[config.mk]
export PLATFORM = sky130hd
export DESIGN_NAME = hex_page_scheduler
export DESIGN_NICKNAME = d
export VERILOG_FILES = /design/src/rtl/hex_page_scheduler.sv
export SDC_FILE = /design/constraint.sdc
export NUM_CORES = 1
export LEC_CHECK = 0
export BUFFER_PORTS_ARGS = -buffer_cell sky130_fd_sc_hd__buf_2
export CAP_MARGIN = 20
export CORE_UTILIZATION = 50
export DETAILED_ROUTE_END_ITERATION = 8
export GPL_ROUTABILITY_DRIVEN = 0
export PLACE_DENSITY_LB_ADDON = 0.3
export RECOVER_POWER = 50
export SYNTH_ARGS = -nofsm -noshare
export SYNTH_HDL_FRONTEND = slang
export SYNTH_SLANG_ARGS = --single-unit
[constraint.sdc]
create_clock -name clock -period 5.94 [get_ports clock]
set_input_delay 1.782 -clock clock [delete_from_list [all_inputs] [get_ports clock]]
set_output_delay 1.782 -clock clock [all_outputs]
set_load 0.005 [all_outputs]
[src/rtl/hex_page_scheduler.sv]
// Hex display page scheduler: rotates through up to three 16-bit stat sources
// on a four-digit hex display, with a blinking priority alert page that
// temporarily takes over the display and then returns to the interrupted page.
module hex_page_scheduler #(
  parameter int TICKS_PER_PAGE = 50000000,
  parameter int ALERT_TICKS    = 100000000,
  parameter int BLINK_TICKS    = 12500000
) (
  input  logic        clock,
  input  logic        reset,
  input  logic [2:0]  stat_valid,
  input  logic [15:0] stat0,
  input  logic [15:0] stat1,
  input  logic [15:0] stat2,
  input  logic        alert_req,
  input  logic [15:0] alert_val,
  input  logic        hold,
  output logic        alert_ack,
  output logic [15:0] nib,
  output logic [3:0]  blank,
  output logic [1:0]  page
);

  localparam int PW = (TICKS_PER_PAGE > 1) ? $clog2(TICKS_PER_PAGE) : 1;
  localparam int AW = (ALERT_TICKS > 1) ? $clog2(ALERT_TICKS) : 1;
  localparam int BW = (BLINK_TICKS > 1) ? $clog2(BLINK_TICKS) : 1;
  localparam logic [PW-1:0] PAGE_LAST  = PW'(TICKS_PER_PAGE - 1);
  localparam logic [AW-1:0] ALERT_LAST = AW'(ALERT_TICKS - 1);
  localparam logic [BW-1:0] BLINK_LAST = BW'(BLINK_TICKS - 1);

  typedef enum logic [1:0] {IDLE, SHOW, ALERT} state_t;

  state_t        state, state_n;
  logic [PW-1:0] cnt, cnt_n;
  logic [AW-1:0] acnt, acnt_n;
  logic [BW-1:0] bcnt, bcnt_n;
  logic [1:0]    saved, saved_n;
  logic [1:0]    page_n;
  logic [15:0]   nib_n;
  logic [3:0]    blank_n;
  logic          ack_n;
  logic          accept;
  logic [2:0]    hit;

  // First valid source scanning base, base+1, base+2 (mod 3); returns {found, index}
  function automatic logic [2:0] find_valid(input logic [1:0] base, input logic [2:0] valid);
    logic [2:0] s;
    logic [2:0] res;
    res = 3'b000;
    for (int k = 2; k >= 0; k--) begin
      s = {1'b0, base} + 3'(k);
      if (s >= 3'd3) s = s - 3'd3;
      if (s >= 3'd3) s = s - 3'd3;
      if (valid[s[1:0]]) res = {1'b1, s[1:0]};
    end
    return res;
  endfunction

  function automatic logic [15:0] pick_stat(input logic [1:0] idx);
    case (idx)
      2'd0:    return stat0;
      2'd1:    return stat1;
      default: return stat2;
    endcase
  endfunction

  // Leading-zero blanking; the rightmost digit is never blanked so zero shows as "0"
  function automatic logic [3:0] lz_blank(input logic [15:0] n);
    logic [3:0] b;
    b[3] = (n[15:12] == 4'h0);
    b[2] = b[3] & (n[11:8] == 4'h0);
    b[1] = b[2] & (n[7:4] == 4'h0);
    b[0] = 1'b0;
    return b;
  endfunction

  // State and output registers; reset forces the dark idle display
  always_ff @(posedge clock) begin
    if (reset) begin
      state     <= IDLE;
      page      <= 2'd0;
      nib       <= 16'h0000;
      blank     <= 4'hF;
      alert_ack <= 1'b0;
      cnt       <= '0;
      acnt      <= '0;
      bcnt      <= '0;
      saved     <= 2'd0;
    end else begin
      state     <= state_n;
      page      <= page_n;
      nib       <= nib_n;
      blank     <= blank_n;
      alert_ack <= ack_n;
      cnt       <= cnt_n;
      acnt      <= acnt_n;
      bcnt      <= bcnt_n;
      saved     <= saved_n;
    end
  end

  // Next state and next registered outputs; alert acceptance outranks page rotation
  always_comb begin
    state_n = state;
    page_n  = page;
    nib_n   = nib;
    blank_n = blank;
    ack_n   = 1'b0;
    cnt_n   = cnt;
    acnt_n  = acnt;
    bcnt_n  = bcnt;
    saved_n = saved;
    hit     = 3'b000;
    accept  = alert_req && (state != ALERT);

    if (accept) begin
      state_n = ALERT;
      saved_n = page;
      page_n  = 2'd3;
      nib_n   = alert_val;
      blank_n = 4'h0;
      ack_n   = 1'b1;
      cnt_n   = '0;
      acnt_n  = '0;
      bcnt_n  = '0;
    end else begin
      case (state)
        IDLE: begin
          page_n = 2'd0;
          cnt_n  = '0;
          hit    = find_valid(2'd0, stat_valid);
          if (hit[2]) begin
            state_n = SHOW;
            page_n  = hit[1:0];
          end
        end
        SHOW: begin
          if (!stat_valid[page]) begin
            cnt_n = '0;
            hit   = find_valid(page + 2'd1, stat_valid);
            if (hit[2]) begin
              page_n = hit[1:0];
            end else begin
              state_n = IDLE;
              page_n  = 2'd0;
            end
          end else if (!hold) begin
            if (cnt == PAGE_LAST) begin
              cnt_n  = '0;
              hit    = find_valid(page + 2'd1, stat_valid);
              page_n = hit[1:0];
            end else begin
              cnt_n = cnt + 1'b1;
            end
          end
        end
        ALERT: begin
          if (acnt == ALERT_LAST) begin
            acnt_n = '0;
            bcnt_n = '0;
            cnt_n  = '0;
            hit    = find_valid(saved, stat_valid);
            if (hit[2]) begin
              state_n = SHOW;
              page_n  = hit[1:0];
            end else begin
              state_n = IDLE;
              page_n  = 2'd0;
            end
          end else begin
            acnt_n = acnt + 1'b1;
            if (bcnt == BLINK_LAST) begin
              bcnt_n  = '0;
              blank_n = ~blank;
            end else begin
              bcnt_n = bcnt + 1'b1;
            end
          end
        end
        default: begin
          state_n = IDLE;
          page_n  = 2'd0;
        end
      endcase

      if (state_n == SHOW) begin
        nib_n   = pick_stat(page_n);
        blank_n = lz_blank(pick_stat(page_n));
      end else if (state_n == IDLE) begin
        nib_n   = 16'h0000;
        blank_n = 4'hF;
      end
    end
  end

endmodule

Yosys cells after proc, flatten, opt, wreduce, memory -nomap -nowiden. Index checks and enable logic that the tools add are counted.

Output and inout bits: 23. Logic and storage cells: 246. Flip-flop bits (word level): 104. Input bits: 71.

Equal/unequal tests: 11. Reduce and logical (&&, ||, !) cells: 14. Add/subtract/negate cells: 23. Muxes and demuxes: 160. $lt $le $gt $ge: 25. Bitwise logic cells: 3.

Operator list (number): $mux W3 (56); $mux W2 (60); $mux W26 (4); $mux W16 (5); $pmux W26 S3 (1); $mux W24 (2); $ge A3 B2 Y1 const B (13); $pmux W16 S2 (1); $lt A2 B3 Y1 const B (10); $add A27 B1 Y27 const B (1); $eq A27 B27 Y1 const B (1); $mux W27 (1); $add A26 B1 Y26 const B (1); $eq A26 B26 Y1 const B (1); $add A24 B1 Y24 const B (1); $eq A24 B24 Y1 const B (1); $mux W4 (6); $bmux W1 S2 (10); $sub A2 B2 Y2 const B (9); $logic_not A4 Y1 (3); $mux W1 (12); $pmux W2 S3 (2); $sub A3 B2 Y3 const B (4); $reduce_bool A4 Y1 (2); 17 further kinds (29).

Longest topological paths before layout. Gate-level depths: netlist of run 1.

Depth in word-level cells: 35. Mapped depth: 16. Gate-level depth less buffers: 12.

Least setup slack after synthesis of run 1. No wires, ideal clock.

Path type: input port to flip-flop. From: input port stat_valid[0]. To: register blank[1]. Stages on the path: 12. Library setup time: 0.084 ns. Path buffers: 2. Arrival: 4.198 ns. Required time: 5.856 ns. Path slack: 1.658 ns. Cells stage by stage: clkbuf_1 mux2i_1 o22ai_1 nor2_1 a31o_2 a221o_2 nand2_4 buf_6 mux2i_1 a21oi_1 or4_1 o31ai_2.

Longest elaborated chain between the ends: 21. Elaborated cells between the ends (all ways): 73. Those cells by class: eq/ne (3); mux (60); bitwise (2); reduce/logical (8).

RTL lines: start, declared (line 11) `input logic [2:0] stat_valid,`; $bmux W1 S2 (line 54) `if (valid[s[1:0]]) res = {1'b1, s[1:0]};`; $mux W1 (implied by the code) (line 54); $mux W3 (3 in series) (line 54); $mux W3, on equally long branches (line 158, 138); $mux W3 (line 127) `case (state)`; $mux W3 (line 116) `if (accept) begin`; $mux W2, on equally long branches (line 163, 141); $mux W2, on equally long branches (line 158, 138); [... 3 more ...]; $pmux W16 S2 (line 60) `case (idx)`; $mux W16 (line 186) `if (state_n == SHOW) begin`; $mux W16 (line 116); $logic_not A4 Y1, on equally long branches (line 70, 71); $and A1 B1 Y1 (line 71) `b[2] = b[3] & (n[11:8] == 4'h0);`; $and A1 B1 Y1 (line 72) `b[1] = b[2] & (n[7:4] == 4'h0);`; $mux W4 (line 186); $mux W4 (line 116); end signal, assigned (line 93) `blank <= blank_n;`; end, declared (line 20) `output logic [3:0] blank,`.

Parallel ways exist; a longest one is shown, timed or not. The select of a mux whose other input is x is not followed. A chain may end at the register's enable or synchronous reset.

Worst setup path in the final report of run 1.
From: input port stat_valid[2]. To: register blank[1].

Same word-level chain as after synthesis.

==> results.json, run 1 <==
{
  "run_status": "finished, violations left",
  "violations": "capacitance limit, slew limit",
  "synth_top_area_frac": 0.3675,
  "yosysSeqAreaShare": 0.3675,
  "cts_root_buffer": "clkbuf_16",
  "n_antenna_cell": 0,
  "internal_power_w": 0.001253,
  "post_cts_resized": 0,
  "power_frac_seq": 0.428,
  "slew_violations": 37,
  "finalClockSkew_ns": 0.01177,
  "ys.flop_type": "dfxtp_1",
  "area_growth_pct": 14.80,
  "maxCapViolCount": 2,
  "crit_type": "input port to flip-flop",
  "period_share": 0.7292,
  "fin_nets": 857,
  "setup-tns-final_ns": 0,
  "yosysTopAreaCell": "dfxtp_1",
  "wl_um": 14530,
  "antenna_found_initial": 0,
  "overflow": 0,
  "first_pass_iters": 6,
  "required_ns": 6.21,
  "synth_edf_count": 0,
  "synth_nets": 782,
  "nFillCells": 991,
  "power.switching_w": 0.0005180,
  "vias": 5459,
  "power_density_nw_per_um2": 272.3,
  "core.rowCount": 38,
  "synth-warning-count": 0,
  "synth_area_per_cell_um2": 8.082,
  "postCtsSetupRepairBufs": 0,
  "portBuffers": 93,
  "grt_pass1_vias": 4975,
  "leakage_nw": 2.424,
  "synth_area_leaders": "dfxtp_1 37%, nor2_1 7.5%, xor2_1 4.8%",
  "cp_max_fo": 17,
  "drc": 0,
  "setup_viol": 0,
  "ant_nets": 0,
  "ir_drop_v": 0.0002234,
  "tritoncts": "built",
  "die_h_um": 108.4,
  "core_area_um2": 10940,
  "layout_common_cells": "113 x nor2_1, 104 x dfxtp_1, 78 x buf_2",
  "pwr-share-clk": 0.373,
  "tightest_slew_ns": 1.785,
  "clock.fmax_mhz": 230.9,
  "start_util": 0.5181,
  "drt_iter0_drc": 534,
  "clkTransAtPathRegs_ns": 0.07,
  "slew_headroom": -0.1956,
  "power_frac_comb": 0.200,
  "placedCellCount": 905,
  "cts_made_buffers": 9,
  "syn_area_um2": 5665,
  "layout_commonest_cell": "nor2_1",
  "clockBufferDepth": 2,
  "worst_ep_arrival_time_ns": 4.60,
  "critPathCaptureType": "flip-flop",
  "grt_max_degree": 36,
  "clk_latency_ns": 0.35,
  "synth_cells": 701,
  "grtUsageTotal": 0.2540,
  "synth_seq_cells": 104,
  "place_hpwl_um": 10460,
  "hold_viol": 0,
  "grt_pass1_wl_um": 23690,
  "wl_per_cell_um": 15.78,
  "period_needed_ns": 4.332,
  "hold_class": "flip-flop to flip-flop",
  "clock_sinks": 104,
  "crit_path_start_kind": "input port",
  "fin_cells": 921,
  "fp.dieW_um": 108.4,
  "ctsHoldBuffers": 0,
  "dieArea_um2": 11760,
  "ioPinCount": 94,
  "p_sw_frac": 0.2926,
  "drive_gt1_frac": 0.1434,
  "synthArstFlopShare": 0,
  "htreeDepth": 3,
  "ys_types": 77,
  "avgViaCountPerCell": 5.927,
  "rsz0062_at_grt": "no"
}
## critical path, stage by stage
cell and delay, ns:
buf_2 0.22, mux2i_1 0.11, o21ai_0 0.39, nor2_1 0.08, a31o_2 0.28, a221o_2 0.39
nand2_4 0.25, mux2i_1 0.24, a21oi_1 0.11, or4_1 0.56, o31ai_2 0.17
## per-layer routing
metal	vias up	routed length (µm)	GRT usage	share of wire
li1	2688	-	-	-
met1	2605	6545	0.3325	0.45
met2	152	7081	0.4304	0.49
met3	14	746	0.05546	0.051
met4	0	157	0.04730	0.011
met5	-	0	0	0
## registers in the layout, indices dropped and copies added (netlist names)
signal,cells
acnt,27
alert_ack,1
bcnt,24
blank,4
cnt,26
nib,16
page,2
saved,2
state,2
## metrics by stage
| step | power [W] | util | setup WS [ns] | instance area [µm²] | hold WS (ns) |
|---|---|---|---|---|---|
| floorplan | 0.001016 | - | 1.658 | 5665 | 0.4270 |
| global placement | 0.001113 | 0.5678 | 1.388 | 6210 | 0.4393 |
| detailed placement | 0.001126 | 0.5678 | 1.300 | 6210 | 0.4524 |
| CTS | 0.001783 | 0.5985 | 1.666 | 6545 | 0.4709 |
| global route | 0.001850 | 0.5947 | 1.164 | 6504 | 0.4878 |
| finish | 0.001771 | 0.5947 | 1.608 | 6504 | 0.4798 |
## cell type report
type | instances | area (µm²) | share of cell area
Timing Repair Buffer | 97 | 465.4 | 0.07157
Clock buffer | 10 | 239.0 | 0.03674
Multi-Input combinational cell | 548 | 3386 | 0.5206
Inverter | 16 | 60.06 | 0.009234
Clock inverter | 6 | 96.34 | 0.01481
Tap cell | 140 | 175.2 | 0.02693
Sequential cell | 104 | 2082 | 0.3201
## final timing paths
| path | startpoint | end | slack [ns] | depth (start not counted) |
|---|---|---|---|---|
| hold / removal | cnt[15] | cnt[15] | 0.48 | 2 |
| setup reg to reg | state[1] | bcnt[7] | 1.64 | 7 |
| setup / recovery | stat_valid[2] | blank[1] | 1.61 | 11 |
| hold reg to reg | cnt[15] | cnt[15] | 0.48 | 2 |
## power groups by stage
stage	clock [W]	sequential, W	combinational, W
after floorplan	0	0.000763	0.000253
after global placement	0	0.000770	0.000343
after detailed placement	0	0.000771	0.000355
after CTS	0.000672	0.000755	0.000356
after global routing	0.000701	0.000759	0.000390
final	0.000660	0.000757	0.000354
## cell families after synthesis
| family | count (synthesis) | synth area share |
|---|---|---|
| mux | 24 | 0.04284 |
| simple gates | 311 | 0.2745 |
| compound gates | 161 | 0.1932 |
| buf+inv | 49 | 0.03489 |
| fa+ha+maj | 10 | 0.02208 |
| xor+xnor | 42 | 0.06493 |
| flops | 104 | 0.3675 |
## cells in the mapped netlist, types with 3 or more instances
| cell | instances |
|---|---|
| and3_1 | 18 |
| o22ai_1 | 4 |
| nor3_1 | 8 |
| nand3_1 | 23 |
| and2_1 | 3 |
| nand3b_1 | 3 |
| a21oi_1 | 48 |
| ha_1 | 10 |
| nor4_1 | 7 |
| a31oi_1 | 9 |
| clkbuf_1 | 23 |
| nand2b_1 | 5 |
| dfxtp_1 | 104 |
| o21ai_0 | 26 |
| mux2i_1 | 22 |
| o211ai_1 | 8 |
| o21ai_1 | 3 |
| a222oi_1 | 10 |
| nand4_1 | 16 |
| a22oi_1 | 10 |
| buf_1 | 6 |
| or3_1 | 6 |
| or4_1 | 3 |
| nor2b_1 | 10 |
| a311oi_1 | 7 |
| a211oi_1 | 5 |
| o31ai_1 | 4 |
| and4_1 | 4 |
| nand2_1 | 69 |
| xor2_1 | 31 |
| inv_1 | 16 |
| a211o_1 | 3 |
| nor2_1 | 113 |
| xnor2_1 | 11 |
(Power assumes the default switching activity.)
==> inputs of run 2 (changes only) <==
Settings changed: ABC_AREA set to 1.
Clock period 5.94 ns to 3.52 ns, I/O delays scaled along.
==> results.json, run 2 <==
{
  "synth_top_family_by_area": "simple AND/OR/NAND/NOR gates",
  "setup_viol": 0,
  "grt_max_degree": 33,
  "clkTransAtPathRegs_ns": 0.07,
  "slew_violations": 0,
  "setup-tns-final_ns": 0,
  "critPathCaptureType": "flip-flop",
  "run_status": "complete, no violations",
  "whs_ns": 0.4621,
  "placedCellCount": 1248,
  "yosysTopAreaCell": "dfxtp_1",
  "rr_worst_depth": 21,
  "ant_nets": 0,
  "post_cts_resized": 0,
  "wl_per_cell_um": 12.45,
  "ir_drop_v": 0.0002394,
  "layout_common_cells": "257 x nand2_1, 131 x nor2_1, 128 x inv_1",
  "place_hpwl_um": 11990,
  "cp_common_cell": "nand2_1",
  "worstReg2RegEnd": "blank[1]",
  "synth_area_per_cell_um2": 6.379,
  "grt_pass1_wl_um": 26160,
  "fp.dieW_um": 115.2,
  "ctsHoldBuffers": 0,
  "regToRegSetupSlack_ns": 0.52,
  "clock_sinks": 104,
  "synth_top_area_frac": 0.3251,
  "dieArea_um2": 13270,
  "start_util": 0.5223,
  "clockBufferDepth": 2,
  "min_delay_path_depth": 2,
  "pwr-share-clk": 0.314,
  "synth_nets": 1085,
  "top_register": "acnt",
  "finalClockSkew_ns": 0.009367,
  "syn_area_um2": 6405,
  "n_antenna_cell": 0,
  "cp_max_fo": 6,
  "startpoint": "page[1]",
  "synth_seq_cells": 104,
  "period_needed_ns": 2.995,
  "maxCapViolCount": 0,
  "fin_cells": 1263,
  "crit_path_start_kind": "flip-flop",
  "cp_slowest_stage_delay_ns": 0.46,
  "core.rowCount": 40,
  "synthAdderAreaFrac": 0.01954,
  "internal_power_w": 0.001969,
  "htreeDepth": 3,
  "drive_gt1_frac": 0.1297,
  "path_cells": "inv_1, ha_1, inv_1, nand2_2, nand2_2, nand2_1, nand3_1, nor2_2, nand2_1, nand2_1, nor2_1, a21oi_1, nand2_2, nor2_1, nor2_1, nand2_1, nor2_2, nand2_1, nand2_1, nand2_1, nand2_1",
  "synth-warning-count": 0,
  "power_frac_comb": 0.256,
  "first_pass_iters": 5,
  "crit_type": "flip-flop to flip-flop",
  "slew_headroom": 0.4198,
  "antenna_found_initial": 0,
  "power_frac_seq": 0.430,
  "fin_nets": 1172,
  "postCtsSetupRepairBufs": 0,
  "largest_reg_flops": 27,
  "synth-xor-area-share": 0.03419,
  "vias": 6547,
  "crit_end": "blank[1]",
  "overflow": 0,
  "period_share": 0.8509,
  "avgViaCountPerCell": 5.184,
  "yosysSeqAreaShare": 0.3251,
  "portBuffers": 93,
  "ys_types": 48,
  "synthSimpleGateAreaFrac": 0.3938,
  "hold_class": "flip-flop to flip-flop",
  "synth_cells": 1004,
  "synth_edf_count": 0,
  "cts_root_buffer": "clkbuf_16",
  "ioPinCount": 94,
  "grtUsageTotal": 0.2477,
  "cts_made_buffers": 9,
  "hold_viol": 0,
  "synth-compound-area-share": 0.1262,
  "power.switching_w": 0.0009682,
  "crit_path_top_delay_cell": "dfxtp_1",
  "power_w": 0.002937,
  "die_h_um": 115.2,
  "ys.flop_type": "dfxtp_1",
  "reg.largest.list": "acnt (27), cnt (26), bcnt (24)",
  "tightest_slew_ns": 0.8693,
  "synth_mux_area_frac": 0,
  "synthArstFlopShare": 0,
  "synth_area_leaders": "dfxtp_1 33%, nand2_1 15%, nor2_1 7.7%",
  "synth.top_cells.by_count": "256 x nand2_1, 131 x nor2_1, 127 x inv_1",
  "clk_latency_ns": 0.35,
  "power_density_nw_per_um2": 405.4,
  "leakage_nw": 2.940,
  "clock.fmax_mhz": 333.9,
  "tritoncts": "built",
  "p_sw_frac": 0.3297,
  "wl_um": 15720,
  "worst_ep_arrival_time_ns": 3.24,
  "drc": 0,
  "synth.most_common_cell": "nand2_1",
  "required_ns": 3.77,
  "drt_iter0_drc": 474,
  "layout_commonest_cell": "nand2_1",
  "area_growth_pct": 13.09,
  "r2r_start": "page[1]",
  "rsz0062_at_grt": "no",
  "core_area_um2": 12260,
  "grt_pass1_vias": 5840
}
==> run 2: cell count changes after synthesis, sizes merged, moves of 10 or more <==
cell / previous run / this run
clkbuf: 23 / 13
nor2b: 10 / 0
nor3: 10 / 26
and3: 18 / 1
a222oi: 10 / 0
inv: 16 / 137
mux2i: 22 / 0
nand2: 70 / 265
nand3: 25 / 89
nor2: 113 / 145
==> run 2: worst min path at each step <==
stage	start	end	slack, ns
2_1_floorplan	cnt[6]	cnt[6]	0.43
3_3_place_gp	cnt[6]	cnt[6]	0.45
3_5_place_dp	nib[7]	nib[7]	0.46
4_1_cts	nib[7]	nib[7]	0.47
5_1_grt	nib[0]	nib[0]	0.48
6_report	cnt[6]	cnt[6]	0.46
==> run 2: power by group through the flow <==
stage | Combinational, W | Sequential (W) | Clock (W)
2_1_floorplan | 0.000539 | 0.00129 | 0
3_3_place_gp | 0.000758 | 0.00129 | 0
3_5_place_dp | 0.000759 | 0.00129 | 0
4_1_cts | 0.000763 | 0.00126 | 0.000945
5_1_grt | 0.000847 | 0.00127 | 0.000991
6_report | 0.000752 | 0.00126 | 0.000922
==> run 2: routing by layer <==
| metal | vias up | GRT usage | routed length [µm] | part of all wire |
|---|---|---|---|---|
| met5 | - | 0 | 0 | 0 |
| met4 | 0 | 0.1203 | 474 | 0.030 |
| met3 | 36 | 0.03690 | 842 | 0.054 |
| met2 | 191 | 0.3815 | 6722 | 0.43 |
| met1 | 2897 | 0.3392 | 7680 | 0.49 |
| li1 | 3423 | - | - | - |
==> run 2: worst max-delay path: cells and delay by family, from the launching register on <==
family          cells  cell delay (ns)
buf+inv             2             0.26
flops               1             0.46
compound gates      1             0.35
fa+ha+maj           1             0.35
simple gates       17             1.47
==> run 2: through the flow <==
stage                     setup slack [ns]    util  area [µm²]
after detailed placement            0.3846  0.5717        7010
final                               0.5248  0.5907        7243
after floorplan                     0.8173       -        6405
after global placement              0.4128  0.5717        7010
after global routing                0.2139  0.5907        7243
after CTS                           0.6034  0.5935        7277
==> run 2: cell families after synthesis <==
| group | count (synthesis) |
|---|---|
| compound gates | 137 |
| xor+xnor | 25 |
| fa+ha+maj | 10 |
| buf+inv | 164 |
| flops | 104 |
| simple gates | 564 |
==> run 2: cell type report <==
type	instances	area (µm²)
fill	1194	5019
multi-input combinational	736	3669
sequential	104	2082
inverter	140	525.5
timing repair buffer	100	490.5
clock buffer	13	250.2
tap	168	210.2
clock inverter	2	16.27
